[config.mk]
export PLATFORM = sky130hd
export DESIGN_NAME = hazard_scoreboard_flat
export DESIGN_NICKNAME = d
export VERILOG_FILES = /design/src/rtl/hazard_scoreboard_if.sv /design/src/rtl/hazard_scoreboard.sv /design/src/flat_wrapper.sv
export SDC_FILE = /design/constraint.sdc
export NUM_CORES = 1
export LEC_CHECK = 0
export ABC_AREA = 1
export CAP_MARGIN = 40
export CORE_MARGIN = 5
export CORE_UTILIZATION = 35
export CTS_CLUSTER_DIAMETER = 40
export CTS_CLUSTER_SIZE = 40
export DETAILED_ROUTE_END_ITERATION = 10
export GPL_TIMING_DRIVEN = 1
export PLACE_DENSITY_LB_ADDON = 0.08
export SETUP_SLACK_MARGIN = 0.5
export SLEW_MARGIN = 20
export SYNTH_ARGS = -nofsm -noshare
export SYNTH_HDL_FRONTEND = slang
export SYNTH_SLANG_ARGS = --single-unit
[constraint.sdc]
create_clock -name clk -period 2.55 [get_ports clk]
set_input_delay 0.3825 -clock clk [delete_from_list [all_inputs] [get_ports clk]]
set_output_delay 0.3825 -clock clk [all_outputs]
set_load 0.01 [all_outputs]
[src/rtl/hazard_scoreboard_if.sv]
// Purpose : ID-stage hazard interface between the decode stage and the
//           latency scoreboard, carrying source/destination info in and the
//           stall/issue/hazard decisions plus the stall counter out.
// Ports   : master = ID stage (drives id_*, flush), slave = scoreboard.
interface hazard_scoreboard_if #(
    parameter int ADDR_W = 5,
    parameter int LAT_W  = 3,
    parameter int CNT_W  = 16
) ();
    logic              id_valid;
    logic [ADDR_W-1:0] id_rs1;
    logic [ADDR_W-1:0] id_rs2;
    logic              id_use_rs1;
    logic              id_use_rs2;
    logic [ADDR_W-1:0] id_rd;
    logic              id_reg_write;
    logic [LAT_W-1:0]  id_lat;
    logic              flush;
    logic              stall;
    logic              issue;
    logic              haz_rs1;
    logic              haz_rs2;
    logic [CNT_W-1:0]  stall_count;

    modport master (
        output id_valid, id_rs1, id_rs2, id_use_rs1, id_use_rs2,
               id_rd, id_reg_write, id_lat, flush,
        input  stall, issue, haz_rs1, haz_rs2, stall_count
    );

    modport slave (
        input  id_valid, id_rs1, id_rs2, id_use_rs1, id_use_rs2,
               id_rd, id_reg_write, id_lat, flush,
        output stall, issue, haz_rs1, haz_rs2, stall_count
    );
endinterface

[src/rtl/hazard_scoreboard.sv]
// Purpose : per-register pending-latency scoreboard; stalls an ID-stage
//           consumer while any source it reads still has bubbles outstanding.
// Latency : stall/issue/haz_* are combinational from ID inputs and counter
//           state; counters and stall_count update on the rising clk edge.
// Backpressure: stall holds PC/IF-ID; flush overrides stall and kills issue.
// Ports   : clk, rst_n (async active-low), sb = slave side of the ID interface.
module hazard_scoreboard #(
    parameter int ADDR_W = 5,
    parameter int LAT_W  = 3,
    parameter int CNT_W  = 16
) (
    input  logic                 clk,
    input  logic                 rst_n,
    hazard_scoreboard_if.slave   sb
);
    localparam int NREG = 2 ** ADDR_W;

    logic [LAT_W-1:0] cnt_q [NREG];
    logic [LAT_W-1:0] cnt_d [NREG];
    logic [CNT_W-1:0] stall_count_q;
    logic [CNT_W-1:0] stall_count_d;

    logic haz_rs1;
    logic haz_rs2;
    logic stall;
    logic issue;
    logic wr_en;

    // Hazard check reads counters before this cycle's update, so an
    // instruction reading and writing the same register never self-stalls.
    always_comb begin
        haz_rs1 = sb.id_valid & sb.id_use_rs1 & (sb.id_rs1 != '0) &
                  (cnt_q[sb.id_rs1] != '0);
        haz_rs2 = sb.id_valid & sb.id_use_rs2 & (sb.id_rs2 != '0) &
                  (cnt_q[sb.id_rs2] != '0);
        stall   = (haz_rs1 | haz_rs2) & ~sb.flush;
        issue   = sb.id_valid & ~stall & ~sb.flush;
        wr_en   = issue & sb.id_reg_write & (sb.id_rd != '0) &
                  (sb.id_lat != '0);
    end

    // Every pending counter ages by one; a new producer raises its
    // destination only if it outlasts what is already pending (WAW).
    always_comb begin
        for (int r = 0; r < NREG; r++) begin
            cnt_d[r] = (cnt_q[r] != '0) ? cnt_q[r] - 1'b1 : '0;
            if (wr_en && (sb.id_rd == ADDR_W'(r)) && (cnt_d[r] < sb.id_lat)) begin
                cnt_d[r] = sb.id_lat;
            end
        end
        // x0 is never tracked.
        cnt_d[0] = '0;
    end

    always_comb begin
        stall_count_d = stall_count_q;
        if (stall && (stall_count_q != '1)) begin
            stall_count_d = stall_count_q + 1'b1;
        end
    end

    always_ff @(posedge clk or negedge rst_n) begin
        if (!rst_n) begin
            for (int r = 0; r < NREG; r++) begin
                cnt_q[r] <= '0;
            end
            stall_count_q <= '0;
        end else begin
            for (int r = 0; r < NREG; r++) begin
                cnt_q[r] <= cnt_d[r];
            end
            stall_count_q <= stall_count_d;
        end
    end

    assign sb.stall       = stall;
    assign sb.issue       = issue;
    assign sb.haz_rs1     = haz_rs1;
    assign sb.haz_rs2     = haz_rs2;
    assign sb.stall_count = stall_count_q;
endmodule

[src/flat_wrapper.sv]
// flat-port wrapper written by rule: the top's interface ports become plain ports
module hazard_scoreboard_flat 
#(
    parameter int ADDR_W = 5,
    parameter int LAT_W  = 3,
    parameter int CNT_W  = 16
)
  (clk, rst_n, sb_id_valid, sb_id_rs1, sb_id_rs2, sb_id_use_rs1, sb_id_use_rs2, sb_id_rd, sb_id_reg_write, sb_id_lat, sb_flush, sb_stall, sb_issue, sb_haz_rs1, sb_haz_rs2, sb_stall_count);
  hazard_scoreboard_if #(.ADDR_W(ADDR_W), .LAT_W(LAT_W), .CNT_W(CNT_W)) sb_i ();
  input  logic clk;
  input  logic rst_n;
  input wire logic [$bits(sb_i.id_valid)-1:0] sb_id_valid;
  input wire logic [$bits(sb_i.id_rs1)-1:0] sb_id_rs1;
  input wire logic [$bits(sb_i.id_rs2)-1:0] sb_id_rs2;
  input wire logic [$bits(sb_i.id_use_rs1)-1:0] sb_id_use_rs1;
  input wire logic [$bits(sb_i.id_use_rs2)-1:0] sb_id_use_rs2;
  input wire logic [$bits(sb_i.id_rd)-1:0] sb_id_rd;
  input wire logic [$bits(sb_i.id_reg_write)-1:0] sb_id_reg_write;
  input wire logic [$bits(sb_i.id_lat)-1:0] sb_id_lat;
  input wire logic [$bits(sb_i.flush)-1:0] sb_flush;
  output wire logic [$bits(sb_i.stall)-1:0] sb_stall;
  output wire logic [$bits(sb_i.issue)-1:0] sb_issue;
  output wire logic [$bits(sb_i.haz_rs1)-1:0] sb_haz_rs1;
  output wire logic [$bits(sb_i.haz_rs2)-1:0] sb_haz_rs2;
  output wire logic [$bits(sb_i.stall_count)-1:0] sb_stall_count;
  assign sb_i.id_valid = sb_id_valid;
  assign sb_i.id_rs1 = sb_id_rs1;
  assign sb_i.id_rs2 = sb_id_rs2;
  assign sb_i.id_use_rs1 = sb_id_use_rs1;
  assign sb_i.id_use_rs2 = sb_id_use_rs2;
  assign sb_i.id_rd = sb_id_rd;
  assign sb_i.id_reg_write = sb_id_reg_write;
  assign sb_i.id_lat = sb_id_lat;
  assign sb_i.flush = sb_flush;
  assign sb_stall = sb_i.stall;
  assign sb_issue = sb_i.issue;
  assign sb_haz_rs1 = sb_i.haz_rs1;
  assign sb_haz_rs2 = sb_i.haz_rs2;
  assign sb_stall_count = sb_i.stall_count;
  hazard_scoreboard #(.ADDR_W(ADDR_W), .LAT_W(LAT_W), .CNT_W(CNT_W)) u_core (.clk(clk), .rst_n(rst_n), .sb(sb_i));
endmodule
==> flow_summary_export.csv, run 1 <==
group,metric,value,unit
final_layout,syn_to_final_growth,45.6,%
route,wirelength,33900,um
power_and_ir_drop,power_density,411,nW/um^2
floorplanning,coreArea,24200,um^2
place,port_buffers,44,
global_route,grt_max_degree,48,
route,wire_per_inst,19.0,um
route,ant_nets,0,
critical_path,critical-path-slowest-cell,"dfrtp_1",
power_and_ir_drop,finalPower,5.13,mW
floorplanning,die_y,166,um
power_and_ir_drop,power_switching,1.69,mW
final_layout,post-route-util,51.6,%
power_and_ir_drop,clkPwrFrac,30.7,%
global_route,overflow,0,
critical_path,path_max_fanout,6,
clocking,cts.htree.levels,3,
synthesis,synthCells,1286,
timing,period_needed,2.39,ns
power_and_ir_drop,internal-power,3.44,mW
timing,timing.fmax,418,MHz
power_and_ir_drop,ir_worst_vdd,0.000297,V
power_and_ir_drop,sw_frac_of_total,33.0,%
route,drc,0,
final_layout,layout_common_cells,"nand2_1, nand3_1, dfrtp_1",
timing,maxSlewViolCount,0,
synthesis,yosysSeqAreaShare,31.8,%
synthesis,synth_area_per_cell,6.66,um^2
critical_path,cp_data_required_time,2.85,ns
final_layout,regArea,2730,um^2
floorplanning,rows,57,
synthesis,ys_ff_latch,109,
clocking,clock_sinks,109,
critical_path,worst_ep_arrival_time,2.70,ns
final_layout,n_fill_cell,2332,
timing,worstMarginPinSlew,0.680,ns
final_layout,final_common_cell,"nand2_1",
clocking,cts_tree,"yes",
worst_hold_path,hold_class,"in2async",
timing,finalSetupTns,0,ns
synthesis,synth_fp_nets,1374,
route,drt_first_iter_violations,703,
final_layout,multiInputGateArea,6160,um^2
floorplanning,die_area,27700,um^2
timing,grt_setup_unrepaired,"yes",
timing,relSlewSlack,54.3,%
synthesis,syn-cell-area,8570,um^2
clocking,cts_root_buf,"clkbuf_16",
floorplanning,ios,45,
final_layout,final_nets,1542,
clocking,clockBufferDepth,2,
power_and_ir_drop,p_leak,6.00,nW
critical_path,endpoint_kind,"flop",
clocking,cts_buffers,9,
critical_path,critPathKind,"reg2reg",
route,vias_per_cell,5.25,
global_route,antenna_found_initial,0,
critical_path,cp_cell_sequence,"nor2_4 -> nand2_1 -> o21ai_1 -> o21ai_1 -> nand2_1 -> nand2_1 -> nand2_2 -> nand2_2 -> nand3_4 -> buf_6 -> buf_6 -> nand3_4 -> nor2_4 -> buf_6 -> buf_12 -> buf_6 -> buf_16 -> nand3_1 -> nand2_1",
clocking,cts.clk_slew.worst_paths,0.08,ns
route,vias,9349,
place,dp_hpwl,22600,um
timing,fin_crit_sh,93.9,%
synthesis,yosysWarningCount,0,
global_route,grt_pass1_wl,52300,um
power_and_ir_drop,p_seq_share,37.3,%
final_layout,antenna_cells,0,
power_and_ir_drop,pwr-share-comb,32.0,%
synthesis,ys_types,29,
timing,final_hold_viol_count,0,
job,cap_violations,0,
timing,fin_skew,0.0165,ns
global_route,grt_pass1_vias,9198,
critical_path,cp_slowest_stage_delay,0.45,ns
timing,setup-violations-final,0,
timing,holdWs,0.532,ns
critical_path,cp-start-kind,"flop",
run_status,status,"finished clean",
final_layout,drive_gt1_share,25.6,%
place,place_congestion,0.933,
global_route,globalRouteTotalUtil,24.0,%
route,drtPass1Iterations,5,
floorplanning,start_util,35.4,%
clocking,clock_latency,0.37,ns
floorplanning,fp.dieW,166,um
==> kinds of logic after synthesis <==
family	after synthesis	synth area share, %
flops	109	31.8
xor+xnor	14	1.43
buf+inv	173	8.81
fa+ha+maj	63	9.20
compound gates	116	8.73
simple gates	811	40.0
==> repair_timing <==
action / in CTS / in global routing
hold buffers: 1 / 0
cloned: 17 / 4
setup endpoints to repair: 113 / 113
endpoints found under the hold margin: 8 / 0
buffers inserted: 28 / 10
resized for setup: 146 / 105
pin swaps: 45 / 88
==> power by group through the flow <==
stage / clock network (mW) / registers [mW] / logic (mW)
after global routing: 1.67 / 1.93 / 1.78
after detailed placement: 0 / 1.93 / 1.30
after floorplan: 0 / 1.94 / 0.645
after global placement: 0 / 1.93 / 1.29
final: 1.58 / 1.91 / 1.64
after CTS: 1.62 / 1.91 / 1.55
==> final cells by class <==
| type | count | area share [%] |
|---|---|---|
| tap | 324 | 3.25 |
| clock buffer | 10 | 1.84 |
| sequential | 109 | 21.9 |
| clock inverter | 5 | 0.672 |
| timing repair buffer | 201 | 19.0 |
| inverter | 128 | 3.97 |
| multi-input combinational | 1005 | 49.4 |
==> metrics by stage <==
step	area, um^2	setup slack (ns)	cells
after floorplan	9030	0.165	1286
after global placement	10500	-0.737	1707
after detailed placement	10500	-0.681	1707
after CTS	11800	0.155	1768
after global routing	12500	-0.00491	1782
final	12500	0.156	1782
==> layer usage <==
layer | share of wire [%] | track usage (%) | wire length (um)
met4 | 2.3 | 6.33 | 792
met5 | 0 | 0 | 0
met3 | 5.0 | 3.29 | 1710
met1 | 46 | 33.8 | 15800
met2 | 46 | 38.8 | 15600
==> sequential cells by signal, summed over array words and instances (netlist names) <==
register / cells
u_core.cnt_q: 93
u_core.sb.stall_count: 16
==> worst paths after layout <==
| check | depth (start not counted) | slack [ns] | from | end |
|---|---|---|---|---|
| setup / recovery | 19 | 0.16 | u_core.cnt_q[22] | u_core.cnt_q[44] |
| hold / removal | 2 | 0.53 | rst_n | u_core.cnt_q[46] |
| setup reg to reg | 19 | 0.16 | u_core.cnt_q[22] | u_core.cnt_q[44] |
| hold reg to reg | 2 | 0.53 | u_core.sb.stall_count[1] | u_core.sb.stall_count[1] |
| max in group asynchronous | 3 | 1.37 | rst_n | u_core.cnt_q[85] |
| min in group clk | 2 | 0.53 | u_core.sb.stall_count[1] | u_core.sb.stall_count[1] |
==> cells in the mapped netlist (all sizes together) <==
cell	count	share of area [%]
xnor2	6	0.61
a21oi	29	1.8
dfrtp	109	32
buf	28	2.5
a2111oi	1	0.10
nor3	6	0.35
o21ai	25	1.5
nor4	31	2.3
nand2	470	21
o211ai	1	0.088
nand4	4	0.29
nor2	93	4.2
a21boi	14	1.2
clkbuf	17	0.74
ha	63	9.2
o21a	46	4.0
nand3	206	12
inv	128	5.6
nand3b	1	0.088
xor2	8	0.82
==> worst max-delay path: cells and delay by family, from the launching register on <==
kind            cells  cell delay (ns)
compound gates      2             0.20
flops               1             0.45
buf+inv             6             0.68
simple gates       11             0.99
No activity file was read; power rests on OpenSTA's default activity.
==> inputs of run 2 (changes only) <==
--- a/config.mk
+++ b/config.mk
@@ -12,6 +12,7 @@
 export CTS_CLUSTER_DIAMETER = 40
 export CTS_CLUSTER_SIZE = 40
 export DETAILED_ROUTE_END_ITERATION = 10
+export DONT_BUFFER_PORTS = 1
 export GPL_TIMING_DRIVEN = 1
 export PLACE_DENSITY_LB_ADDON = 0.08
 export SETUP_SLACK_MARGIN = 0.5
==> flow_summary_export.csv, run 2 (synthesized netlist as in run 1, its figures left out) <==
group,metric,value,unit
run_status,status,"complete, but fails checks",
run_status,violations,"hold timing",
critical_path,critPathKind,"reg2out",
floorplanning,start_util,35.4,%
route,wire_per_inst,19.5,um
critical_path,worst_ep_arrival_time,2.01,ns
clocking,cts.htree.levels,3,
floorplanning,die_area,27700,um^2
final_layout,syn_to_final_growth,32.8,%
critical_path,path_max_fanout,6,
floorplanning,rows,57,
final_layout,post-route-cell-area,11400,um^2
final_layout,final_common_cell,"nand2_1",
global_route,overflow,0,
timing,finalWorstSetupSlack,0.157,ns
place,dpl.cell_count,1588,
place,port_buffers,0,
power_and_ir_drop,power_density,407,nW/um^2
place,pre_cts_slack,0.251,ns
power_and_ir_drop,p_leak,5.49,nW
place,place_congestion,0.901,
global_route,globalRouteTotalUtil,23.1,%
clocking,clock_sinks,109,
route,vias_per_cell,5.25,
timing,timing.fmax,418,MHz
global_route,grt_pass1_vias,8633,
timing,worstMarginPinSlew,0.486,ns
critical_path,reg2reg_slack,0.22,ns
job,cap_violations,0,
route,vias,8864,
timing,maxSlewViolCount,0,
route,drt_first_iter_violations,698,
timing,relSlewSlack,67.3,%
final_layout,drive_gt1_share,22.8,%
final_layout,final_nets,1445,
global_route,grt_pass1_wl,50800,um
timing,period_needed,2.39,ns
floorplanning,die_y,166,um
clocking,cts_tree,"yes",
timing,final_hold_viol_count,109,
critical_path,endpoint_kind,"output pin",
floorplanning,ios,45,
route,ant_nets,0,
place,placed_area,9370,um^2
clocking,cts_root_buf,"clkbuf_16",
worst_hold_path,hold_class,"in2async",
route,wirelength,32800,um
final_layout,layout_common_cells,"nand2_1, nand3_1, dfrtp_1",
clocking,clockBufferDepth,2,
timing,holdWs,-0.292,ns
critical_path,cp_data_required_time,2.17,ns
route,drc,0,
timing,setup-violations-final,0,
floorplanning,coreArea,24200,um^2
place,dp_hpwl,20300,um
timing,fin_skew,0.0112,ns
final_layout,largest_register,"u_core.cnt_q",
route,drtPass1Iterations,5,
global_route,grt_max_degree,110,
power_and_ir_drop,finalPower,4.63,mW
final_layout,largest_reg_flops,93,
timing,fin_crit_sh,93.8,%
timing,finalSetupTns,0,ns
power_and_ir_drop,ir_worst_vdd,0.000333,V
timing,grt_setup_unrepaired,"yes",
critical_path,cp-start-kind,"flop",
floorplanning,fp.dieW,166,um
clocking,clock_latency,0.36,ns
clocking,cts.clk_slew.worst_paths,0.08,ns
clocking,cts_buffers,9,
final_layout,final_cell_count_no_fill,1687,
global_route,antenna_found_initial,1,
## run 2: per-layer routing
layer	global-route usage, %	routed length [um]	vias up	part of all wire, %
met3	3.39	1610	40	4.9
met5	0	0	-	0
met1	30.7	14600	4234	44
met2	39.8	16000	241	49
li1	-	-	4349	-
met4	5.51	612	0	1.9
## run 2: final timing paths
kind                       cells after the start             start          endpoint
setup / recovery                              13  u_core.cnt_q[30]          sb_issue
setup reg to reg                              17  u_core.cnt_q[30]  u_core.cnt_q[63]
hold / removal                                 0             rst_n  u_core.cnt_q[38]
min in group clk                               2      sb_id_lat[2]  u_core.cnt_q[71]
max in group asynchronous                      0             rst_n  u_core.cnt_q[87]
hold reg to reg                                3  u_core.cnt_q[33]  u_core.cnt_q[33]
## run 2: what timing repair did
item / 4_1_cts / 5_1_grt
setup buffers: 38 / 30
gates resized for setup: 74 / 125
hold endpoints to repair: 109 / 109
pin swaps: 30 / 95
endpoints found under the setup margin: 113 / 113
gates cloned: 12 / 2
## run 2: cell type report
class,instances,area [um^2]
fillers,2436,12800
repair buffers,104,1250
diodes,1,2.50
flip-flops and latches,109,2730
clock buffers,9,225
inverters,128,493
multi-input cells,1005,6200
clock inverters,7,81.3
well taps,324,405
## run 2: report_power, final
| part | switching (mW) | leakage, nW | internal [mW] |
|---|---|---|---|
| Sequential | 0.127 | 1.51 | 1.82 |
| Combinational | 0.651 | 3.82 | 0.508 |
| Clock | 0.748 | 0.152 | 0.781 |
| Total | 1.53 | 5.49 | 3.11 |
## run 2: through the flow
stage / util, % / hold slack (ns)
3_3_place_gp: 38.7 / 0.0940
6_report: 47.1 / -0.292
4_1_cts: 43.7 / -0.300
3_5_place_dp: 38.7 / 0.0945
5_1_grt: 47.1 / -0.305
2_1_floorplan: - / 0.0869
## run 2: critical path: stages (launching register included)
cell,delay [ns]
dfrtp_1,0.41
inv_2,0.09
nand2_4,0.06
buf_6,0.12
a21oi_2,0.13
nand3_1,0.12
nand2_1,0.07
nand2_1,0.05
nand2_1,0.07
nand2_2,0.07
nand3_4,0.10
nand2_4,0.07
nor2_4,0.12
buf_12,0.16
==> inputs of run 3 (changes only) <==
--- a/config.mk
+++ b/config.mk
@@ -7,6 +7,7 @@
 export LEC_CHECK = 0
 export ABC_AREA = 1
 export CAP_MARGIN = 40
+export CORE_ASPECT_RATIO = 1.2
 export CORE_MARGIN = 5
 export CORE_UTILIZATION = 35
 export CTS_CLUSTER_DIAMETER = 40
==> flow_summary_export.csv, run 3 (synthesized netlist as in run 1, its figures left out) <==
group,metric,value,unit
route,drc,0,
clocking,clock_sinks,109,
final_layout,syn_to_final_growth,33.2,%
critical_path,cp_data_required_time,2.17,ns
critical_path,cp_common_cell,"nand2_1",
final_layout,largest_register,"u_core.cnt_q",
critical_path,regToRegStartpoint,"u_core.cnt_q[29]",
route,ant_nets,0,
run_status,status,"complete, but fails checks",
critical_path,r2r_cells,18,
critical_path,worst_ep_arrival_time,2.01,ns
timing,grt_setup_unrepaired,"yes",
final_layout,layout_common_cells,"nand2_1, inv_1, dfrtp_1",
floorplanning,rows,62,
clocking,cts_tree,"yes",
clocking,cts_buffers,9,
clocking,cts.htree.levels,3,
timing,maxSlewViolCount,0,
critical_path,cp_cell_sequence,"inv_1 -> nand2_1 -> nand3_1 -> nand2_1 -> a21oi_1 -> nand3_1 -> nand2_1 -> nand2_1 -> nand3_2 -> nand2_4 -> nor2_4 -> buf_12",
worst_hold_path,hold_class,"in2async",
global_route,overflow,0,
route,vias,8828,
route,wire_per_inst,19.3,um
job,cap_violations,0,
timing,relSlewSlack,44.3,%
final_layout,antenna_cells,0,
clocking,cts_root_buf,"clkbuf_16",
route,wirelength,32000,um
floorplanning,coreArea,24000,um^2
place,dp_hpwl,20800,um
power_and_ir_drop,p_leak,5.35,nW
route,vias_per_cell,5.33,
critical_path,critPathKind,"reg2out",
final_layout,n_fill_cell,2423,
power_and_ir_drop,ir_worst_vdd,0.000486,V
place,placed_area,9380,um^2
critical_path,r2r-end,"u_core.cnt_q[68]",
timing,finalWorstSetupSlack,0.155,ns
timing,holdWs,-0.301,ns
clocking,cts.clk_slew.worst_paths,0.09,ns
floorplanning,ios,45,
critical_path,endpoint_kind,"output pin",
final_layout,post-route-util,47.5,%
global_route,grt_max_degree,110,
critical_path,cp.depth,12,
final_layout,final_common_cell,"nand2_1",
global_route,grt_pass1_wl,49700,um
global_route,grt_pass1_vias,8734,
floorplanning,die_area,27700,um^2
critical_path,path_max_fanout,5,
route,drtPass1Iterations,5,
timing,timing.fmax,418,MHz
timing,worstMarginPinSlew,0.834,ns
floorplanning,die_y,181,um
place,port_buffers,0,
critical_path,startpoint,"u_core.cnt_q[29]",
final_layout,drive_gt1_share,24.6,%
critical_path,endpoint,"sb_issue",
floorplanning,fp.dieW,153,um
clocking,clockBufferDepth,2,
critical_path,cp-start-kind,"flop",
timing,fin_crit_sh,93.9,%
critical_path,reg2reg_slack,0.18,ns
floorplanning,start_util,35.6,%
final_layout,largest_reg_flops,93,
route,drt_first_iter_violations,488,
timing,setup-violations-final,0,
place,pre_cts_slack,0.0537,ns
timing,final_hold_viol_count,109,
critical_path,crit_buf_inv,2,
timing,finalSetupTns,0,ns
timing,period_needed,2.40,ns
critical_path,crit_family,"simple AND/OR/NAND/NOR gates",
place,place_congestion,0.888,
timing,fin_skew,0.0140,ns
global_route,antenna_found_initial,0,
global_route,globalRouteTotalUtil,22.8,%
critical_path,critical-path-slowest-cell,"dfrtp_1",
critical_path,cp_slowest_stage_delay,0.40,ns
power_and_ir_drop,power_density,408,nW/um^2
clocking,clock_latency,0.37,ns
final_layout,final_nets,1420,
final_layout,post-route-cell-area,11400,um^2
run_status,violations,"hold timing",
==> run 3: final cells by class <==
cell class	instances	area, um^2	area share [%]
clock buffers	11	253	2.21
repair buffers	80	1070	9.37
inverters	128	488	4.28
clock inverters	5	66.3	0.581
flip-flops and latches	109	2730	23.9
multi-input cells	1004	6400	56.1
well taps	320	400	3.51
==> run 3: metal layers <==
| metal | part of all wire, % | GRT usage, % | vias to the layer above |
|---|---|---|---|
| met5 | 0 | 0 | - |
| met4 | 2.1 | 5.95 | 0 |
| met3 | 4.0 | 3.76 | 39 |
| met2 | 50 | 40.2 | 172 |
| li1 | - | - | 4303 |
| met1 | 44 | 28.9 | 4314 |
==> run 3: power by group <==
part           internal (mW)  switching (mW)
clock network          0.831           0.742
registers               1.82           0.124
logic                  0.468           0.667
total                   3.12            1.53
==> run 3: stage by stage <==
step	std cells	power, mW
global route	1657	4.89
detailed placement	1586	2.80
global placement	1586	2.80
floorplan	1286	2.58
finish	1657	4.65
CTS	1650	4.61
==> run 3: worst min-delay path by stage <==
stage / startpoint / to / slack [ns]
after floorplan: rst_n / u_core.cnt_q[0] / 0.09
after global placement: rst_n / u_core.cnt_q[6] / 0.09
after detailed placement: rst_n / u_core.cnt_q[8] / 0.09
after CTS: rst_n / u_core.cnt_q[6] / -0.30
after global routing: rst_n / u_core.cnt_q[6] / -0.31
final: rst_n / u_core.cnt_q[6] / -0.30
==> run 3: what timing repair did <==
action,in CTS,in global routing
pin swaps,53,64
endpoints found under the setup margin,113,113
resized for setup,142,112
setup buffers,35,7
cloned,13,0
hold endpoints to repair,109,109
